File: src/rtl/drawing_priority_mux_n_if.sv
// Pixel bus between the object drawers and the priority mux, plus the mux's
// colour and collision outputs toward the VGA stage and game logic.
interface drawing_priority_mux_n_if #(
    parameter int unsigned NUM_LAYERS = 4,
    parameter int unsigned COLOR_W    = 12
);
    localparam int unsigned NPAIRS = NUM_LAYERS * (NUM_LAYERS - 1) / 2;
    localparam int unsigned IDX_W  = $clog2(NUM_LAYERS + 1);
    localparam int unsigned CH_W   = COLOR_W / 3;

    logic [NUM_LAYERS-1:0]         layer_en;
    logic [NUM_LAYERS-1:0]         draw;
    logic [NUM_LAYERS*COLOR_W-1:0] RGB_in;
    logic [COLOR_W-1:0]            RGB_bg;
    logic                          pixel_valid;
    logic                          frame_start;

    logic [CH_W-1:0]               Red_level;
    logic [CH_W-1:0]               Green_level;
    logic [CH_W-1:0]               Blue_level;
    logic [IDX_W-1:0]              top_layer;
    logic                          collision_now;
    logic [NPAIRS-1:0]             collision_frame;
    logic                          collision_any;

    modport master (
        output layer_en, draw, RGB_in, RGB_bg, pixel_valid, frame_start,
        input  Red_level, Green_level, Blue_level, top_layer,
               collision_now, collision_frame, collision_any
    );

    modport slave (
        input  layer_en, draw, RGB_in, RGB_bg, pixel_valid, frame_start,
        output Red_level, Green_level, Blue_level, top_layer,
               collision_now, collision_frame, collision_any
    );
endinterface

File: src/rtl/drawing_priority_mux_n.sv
// Two-stage N-layer pixel priority mux (layer 0 wins) with colour-key
// transparency and per-layer-pair collision flags latched once per frame.
module drawing_priority_mux_n #(
    parameter int unsigned        NUM_LAYERS = 4,
    parameter int unsigned        COLOR_W    = 12,
    parameter bit                 KEY_EN     = 1'b1,
    parameter logic [COLOR_W-1:0] KEY_COLOR  = '1
) (
    input logic                    clk,
    input logic                    reset,
    drawing_priority_mux_n_if.slave bus
);
    localparam int unsigned NPAIRS = NUM_LAYERS * (NUM_LAYERS - 1) / 2;
    localparam int unsigned IDX_W  = $clog2(NUM_LAYERS + 1);
    localparam int unsigned CH_W   = COLOR_W / 3;

    logic [NUM_LAYERS-1:0]         eff_c;
    logic [NUM_LAYERS-1:0]         eff_q;
    logic [NUM_LAYERS*COLOR_W-1:0] rgb_q;
    logic [COLOR_W-1:0]            bg_q;
    logic                          valid_q;
    logic                          fs_q;

    logic [COLOR_W-1:0]            sel_rgb_c;
    logic [IDX_W-1:0]              sel_idx_c;
    logic [NPAIRS-1:0]             hit_c;
    logic [NPAIRS-1:0]             sticky;

    // A layer counts only if drawn, enabled and not the transparent key colour
    always_comb begin
        eff_c = '0;
        for (int i = 0; i < int'(NUM_LAYERS); i++) begin
            eff_c[i] = bus.draw[i] & bus.layer_en[i] &
                       ~(KEY_EN & (bus.RGB_in[i*COLOR_W +: COLOR_W] == KEY_COLOR));
        end
    end

    always_ff @(posedge clk) begin
        if (reset) begin
            eff_q   <= '0;
            rgb_q   <= '0;
            bg_q    <= '0;
            valid_q <= 1'b0;
            fs_q    <= 1'b0;
        end else begin
            eff_q   <= eff_c;
            rgb_q   <= bus.RGB_in;
            bg_q    <= bus.RGB_bg;
            valid_q <= bus.pixel_valid;
            fs_q    <= bus.frame_start;
        end
    end

    // Scan from the lowest-priority layer down so the lowest index overwrites
    always_comb begin
        sel_rgb_c = bg_q;
        sel_idx_c = IDX_W'(NUM_LAYERS);
        for (int i = int'(NUM_LAYERS) - 1; i >= 0; i--) begin
            if (eff_q[i]) begin
                sel_rgb_c = rgb_q[i*COLOR_W +: COLOR_W];
                sel_idx_c = IDX_W'(i);
            end
        end
    end

    // Pair (i,j), i<j, maps to lexicographic index i*(2N-i-1)/2 + (j-i-1)
    for (genvar gi = 0; gi < NUM_LAYERS - 1; gi++) begin : g_row
        for (genvar gj = gi + 1; gj < NUM_LAYERS; gj++) begin : g_col
            localparam int unsigned PIDX = gi * (2 * NUM_LAYERS - gi - 1) / 2 + (gj - gi - 1);
            assign hit_c[PIDX] = eff_q[gi] & eff_q[gj] & valid_q;
        end
    end

    always_ff @(posedge clk) begin
        if (reset) begin
            bus.Red_level       <= '0;
            bus.Green_level     <= '0;
            bus.Blue_level      <= '0;
            bus.top_layer       <= IDX_W'(NUM_LAYERS);
            bus.collision_now   <= 1'b0;
            sticky              <= '0;
            bus.collision_frame <= '0;
            bus.collision_any   <= 1'b0;
        end else begin
            if (valid_q) begin
                bus.Red_level   <= sel_rgb_c[COLOR_W-1 -: CH_W];
                bus.Green_level <= sel_rgb_c[2*CH_W-1 -: CH_W];
                bus.Blue_level  <= sel_rgb_c[CH_W-1:0];
                bus.top_layer   <= sel_idx_c;
            end else begin
                bus.Red_level   <= '0;
                bus.Green_level <= '0;
                bus.Blue_level  <= '0;
                bus.top_layer   <= IDX_W'(NUM_LAYERS);
            end
            bus.collision_now <= |hit_c;
            // The frame_start pixel opens the new frame, so it is excluded from the latch
            if (fs_q) begin
                bus.collision_frame <= sticky;
                bus.collision_any   <= |sticky;
                sticky              <= hit_c;
            end else begin
                sticky              <= sticky | hit_c;
            end
        end
    end
endmodule

File: src/flat_wrapper.sv
// flat-port wrapper written by rule: the top's interface ports become plain ports
module drawing_priority_mux_n_flat 
#(
    parameter int unsigned        NUM_LAYERS = 4,
    parameter int unsigned        COLOR_W    = 12,
    parameter bit                 KEY_EN     = 1'b1,
    parameter logic [COLOR_W-1:0] KEY_COLOR  = '1
)
  (clk, reset, bus_layer_en, bus_draw, bus_RGB_in, bus_RGB_bg, bus_pixel_valid, bus_frame_start, bus_Red_level, bus_Green_level, bus_Blue_level, bus_top_layer, bus_collision_now, bus_collision_frame, bus_collision_any);
  drawing_priority_mux_n_if #(.NUM_LAYERS(NUM_LAYERS), .COLOR_W(COLOR_W)) bus_i ();
  input logic clk;
  input logic reset;
  input wire logic [$bits(bus_i.layer_en)-1:0] bus_layer_en;
  input wire logic [$bits(bus_i.draw)-1:0] bus_draw;
  input wire logic [$bits(bus_i.RGB_in)-1:0] bus_RGB_in;
  input wire logic [$bits(bus_i.RGB_bg)-1:0] bus_RGB_bg;
  input wire logic [$bits(bus_i.pixel_valid)-1:0] bus_pixel_valid;
  input wire logic [$bits(bus_i.frame_start)-1:0] bus_frame_start;
  output wire logic [$bits(bus_i.Red_level)-1:0] bus_Red_level;
  output wire logic [$bits(bus_i.Green_level)-1:0] bus_Green_level;
  output wire logic [$bits(bus_i.Blue_level)-1:0] bus_Blue_level;
  output wire logic [$bits(bus_i.top_layer)-1:0] bus_top_layer;
  output wire logic [$bits(bus_i.collision_now)-1:0] bus_collision_now;
  output wire logic [$bits(bus_i.collision_frame)-1:0] bus_collision_frame;
  output wire logic [$bits(bus_i.collision_any)-1:0] bus_collision_any;
  assign bus_i.layer_en = bus_layer_en;
  assign bus_i.draw = bus_draw;
  assign bus_i.RGB_in = bus_RGB_in;
  assign bus_i.RGB_bg = bus_RGB_bg;
  assign bus_i.pixel_valid = bus_pixel_valid;
  assign bus_i.frame_start = bus_frame_start;
  assign bus_Red_level = bus_i.Red_level;
  assign bus_Green_level = bus_i.Green_level;
  assign bus_Blue_level = bus_i.Blue_level;
  assign bus_top_layer = bus_i.top_layer;
  assign bus_collision_now = bus_i.collision_now;
  assign bus_collision_frame = bus_i.collision_frame;
  assign bus_collision_any = bus_i.collision_any;
  drawing_priority_mux_n #(.NUM_LAYERS(NUM_LAYERS), .COLOR_W(COLOR_W), .KEY_EN(KEY_EN), .KEY_COLOR(KEY_COLOR)) u_core (.clk(clk), .reset(reset), .bus(bus_i));
endmodule
File: config.mk
export PLATFORM = sky130hd
export DESIGN_NAME = drawing_priority_mux_n_flat
export DESIGN_NICKNAME = d
export VERILOG_FILES = /design/src/rtl/drawing_priority_mux_n_if.sv /design/src/rtl/drawing_priority_mux_n.sv /design/src/flat_wrapper.sv
export SDC_FILE = /design/constraint.sdc
export NUM_CORES = 1
export LEC_CHECK = 0
export CAP_MARGIN = 20
export CORE_MARGIN = 3
export CORE_UTILIZATION = 30
export CTS_CLUSTER_SIZE = 16
export DETAILED_ROUTE_END_ITERATION = 10
export PLACE_DENSITY = 0.66
export SLEW_MARGIN = 15
export SYNTH_ARGS = -nofsm -noshare
export SYNTH_HDL_FRONTEND = slang
export SYNTH_SLANG_ARGS = --single-unit
File: constraint.sdc
create_clock -name clk -period 1.91 [get_ports clk]
set_clock_uncertainty 0.1 [all_clocks]
set_input_delay 0.382 -clock clk [delete_from_list [all_inputs] [get_ports clk]]
set_output_delay 0.382 -clock clk [all_outputs]
set_load 0.1 [all_outputs]
==> impl_results.md <==
- Result of the run: finished, final reports clean
- Max-cap check violation count: 0
- Total count of max-transition violations in the final report: 0
- # H-tree levels: 3
- Instance count of the mapped netlist: 293
- Worst Hold Endpoint: u_core.bus.Green_level[0]
- Post-synthesis cell area: 0.00322 mm²
- Type of destination of the critical path: flip-flop
- Path class of the lowest-slack min-delay path: flip-flop to flip-flop
- Cell internal pwr: 2.81 mW
- Number of port buffers: between 90 and 100
- Number of flops mapped to enable cells by yosys: 0
- Hold Path Cell Cnt: 2
- DR vias: 2353
- Post-route fraction of the period consumed by the critical path: 79.9%
- Kind of critical path: flip-flop to flip-flop
- Fraction of layout cells with a size suffix above 1: between 15 and 20%
- Inserted Clock Buffers: 9
- Clock transition at the registers of the reported paths: approximately 0.10 ns
- IO Count: 95
- Number of hold violations in the final report: 0
- Yosys Warn Count: 0
- TNS Setup: 0 ns
- Routed length on met2: around 3800 µm
- Maximum number of pins on one net before global-route repair: 80
- DRT Pass-1 Iters: 6
- Number of core rows: 37
- Top post-synthesis cells by count: dfxtp_1 (95), nor2b_1 (63), mux2i_1 (18)
- Largest cells by area after synthesis: dfxtp_1 (59%), nor2b_1 (12%), mux2i_1 (5.6%)
- Power share of the combinational group: 11.7%
- Die Y: between 100 and 150 µm
- Routed wire length: 7480 µm
- Power consumption: 3.76 mW
- Leakage power: 1.79 nW
- Area of the die: 0.0120 mm²
- Routed wl met3: 448 µm
- Final core area utilization: between 40% and 50%
- Share of flip-flops with an asynchronous set or reset after synthesis: 0%
- Unrepaired setup endpoints after global routing: false
- Antenna Diode Count: 0
- Starting density of the core: 31.1%
- Maximum clock insertion buffer count: 2
- Area share of the largest cell type after synthesis: 59.1%
- Worst Min Path Start: u_core.rgb_q[28]
- Register bit count reported by yosys: 95
- Type of element launching the critical path: flip-flop
- Ordered cell list for the critical path: nor2b_1 > buf_4 > a22oi_1 > o22ai_1
- CTS resizes: 0
- Endpoint of the worst-slack reg-to-reg timing path: u_core.bus.Red_level[2]
- Antenna violation net count after detailed routing: 0
- Dominant cell type by area after synthesis: dfxtp_1
- Fmax: 656 MHz
- Horizontal die dimension: 110 µm
- Avg Synthesized Cell Area: 11.0 µm²
- Most used DFF post-synth: dfxtp_1
- Cts hold-fix bufs: 0
- Standard cell with the maximum stage delay on the critical path: dfxtp_1
- Switching Fraction: 25.3%
- Data arrival at the endpoint of the critical path: 1.71 ns
- TritonCTS clock tree: done
- DP HPWL: just under 6000 µm
- Number of nets in the finished design: 455
- Tot GR Track Use: a little over an eighth
- Placeable core area: a little over 0.01 mm²
- Reg-to-reg setup timing slack: 0.38 ns
- Later-pin clock latency in the skew report: 0.36 ns
- Post-layout minimum cycle time: approximately 1.5 ns
- Share of total power in sequential cells: 55.7%
- Worst VDD drop: 345 µV
- Remaining max-slew budget at the tightest pin: 72.0%
- Gr ovfl total: 0
- R2r startpoint: u_core.eff_q[1]
- Count leader, synth: dfxtp_1
- Hold Worst Slack: 0.408 ns
- Delay contributed by the slowest stage of the critical path: 0.53 ns
- P_sw: 953 µW
- Sequential share of the synthesized area: 59.1%
- Number of DRC markers in iteration 0: 96
- Clock group share of total power: 32.6%
- Post-CTS setup buffer count: 0
- Area added between synthesis and finish: 45.6%
- Worst-path maximum fanout: 9
- Metal-1 WL: approximately 3100 µm
- Net count after synthesis: roughly 370
- Top metal layer carrying routed signals: met4
- Vias/cell: 4.49
- Clock Sinks: 95
- Clock tree root driver cell: clkbuf_8
- Number of antenna violations at the first check in global routing: 0
- Least-Margin Pin Slew: 0.420 ns
- Last weighted congestion value of the routability-driven placer: approximately 0.74
- Setup violations, final: 0
- Netlist cell types: 25
- Global-route wire length before repair: 11700 µm
- Drt drc: 0
- Number of cells on the worst reg-to-reg path: 4
- Cell Pwr Density: 802 mW/mm²
- Via count of the first global-routing pass: 2480
- Required time of the worst setup path: 2.10 ns
- Avg WL per Cell: ~14 µm
## registers in the layout, summed over array words and instances (netlist names)
register,count
u_core.bus.Blue_level,4
u_core.bg_q,12
u_core.eff_q,4
u_core.rgb_q,48
u_core.bus.top_layer,3
u_core.valid_q,1
u_core.fs_q,1
u_core.sticky,6
u_core.bus.Green_level,4
u_core.bus.collision_now,1
u_core.bus.collision_any,1
u_core.bus.Red_level,4
u_core.bus.collision_frame,6
## placed cells by master, fill, tap and decap left out
cell type         n
inv_1             2
buf_2             1
a21oi_1           1
o22ai_1          12
a311oi_1          1
nor4_1            1
a21o_1            1
nand2b_4          1
and2_1            1
mux2_2           12
dfxtp_1          95
nand4_1          12
nor3_1           11
nor2b_1          63
a22oi_1          11
nand2_1           4
a32oi_1           6
inv_6             5
maj3_1            1
or3_4             1
mux2i_1          18
nor2_1           17
buf_12           24
clkbuf_8          9
clkdlybuf4s50_1  70
buf_4             4
clkinv_4          2
clkinv_1          1
a31oi_1           1
## layer usage
layer	global-route usage, %	vias up
li1	-	1190
met1	14.5	1081
met2	23.5	70
met3	3.52	12
met4	4.99	0
met5	0	-
## area by class of cell
type	count	area (µm²)
fill	1009	5680
tap	136	170
multi-input combinational	175	1200
timing repair buffer	99	1220
inverter	3	11.3
clock buffer	9	124
clock inverter	7	61.3
sequential	95	1900
## how the worst max path moves through the flow
stage / startpoint / endpoint / slack, ns / cells after the start
after floorplan: reset / u_core.bus.Blue_level[0] / 0.44 / 6
after global placement: bus_RGB_in[17] / u_core.eff_q[1] / 0.33 / 4
final: u_core.eff_q[1] / u_core.bus.Red_level[2] / 0.38 / 4
after global routing: u_core.eff_q[1] / u_core.bus.Red_level[2] / 0.21 / 4
after detailed placement: bus_RGB_in[5] / u_core.eff_q[0] / 0.37 / 4
after CTS: u_core.eff_q[1] / u_core.bus.Red_level[2] / 0.34 / 4
## worst max-delay path, delay by kind of cell (launching register included)
| kind | cells | cell delay (ns) |
|---|---|---|
| compound gates | 2 | 0.25 |
| flops | 1 | 0.53 |
| buf+inv | 1 | 0.22 |
| simple gates | 1 | 0.36 |
## metrics by stage
stage	cell area [µm²]	setup slack (ns)	instances
global route	4690	0.209	524
detailed placement	4500	0.366	508
global placement	4500	0.325	508
floorplan	3220	0.439	293
CTS	4690	0.342	524
finish	4690	0.385	524
## logic make-up (layout without fill, tap and decap cells)
family / Yosys count / count (layout) / share of synthesized area [%]
AO/OA/AOI/OAI: 33 / 33 / 7.38
adder cells (fa/ha/maj): 1 / 1 / 0.311
buffers and inverters: 23 / 118 / 3.57
flip-flops: 95 / 95 / 59.1
multiplexers: 30 / 30 / 9.79
AND/OR/NAND/NOR: 111 / 111 / 19.9
## power by group through the flow
stage | clock (mW) | combinational, mW | sequential (mW)
finish | 1.23 | 0.440 | 2.10
global route | 1.33 | 0.475 | 2.11
CTS | 1.26 | 0.446 | 2.10
detailed placement | 0 | 0.445 | 2.14
global placement | 0 | 0.441 | 2.14
floorplan | 0 | 0.159 | 2.19
Note: power is estimated with default switching activity, not from simulation.
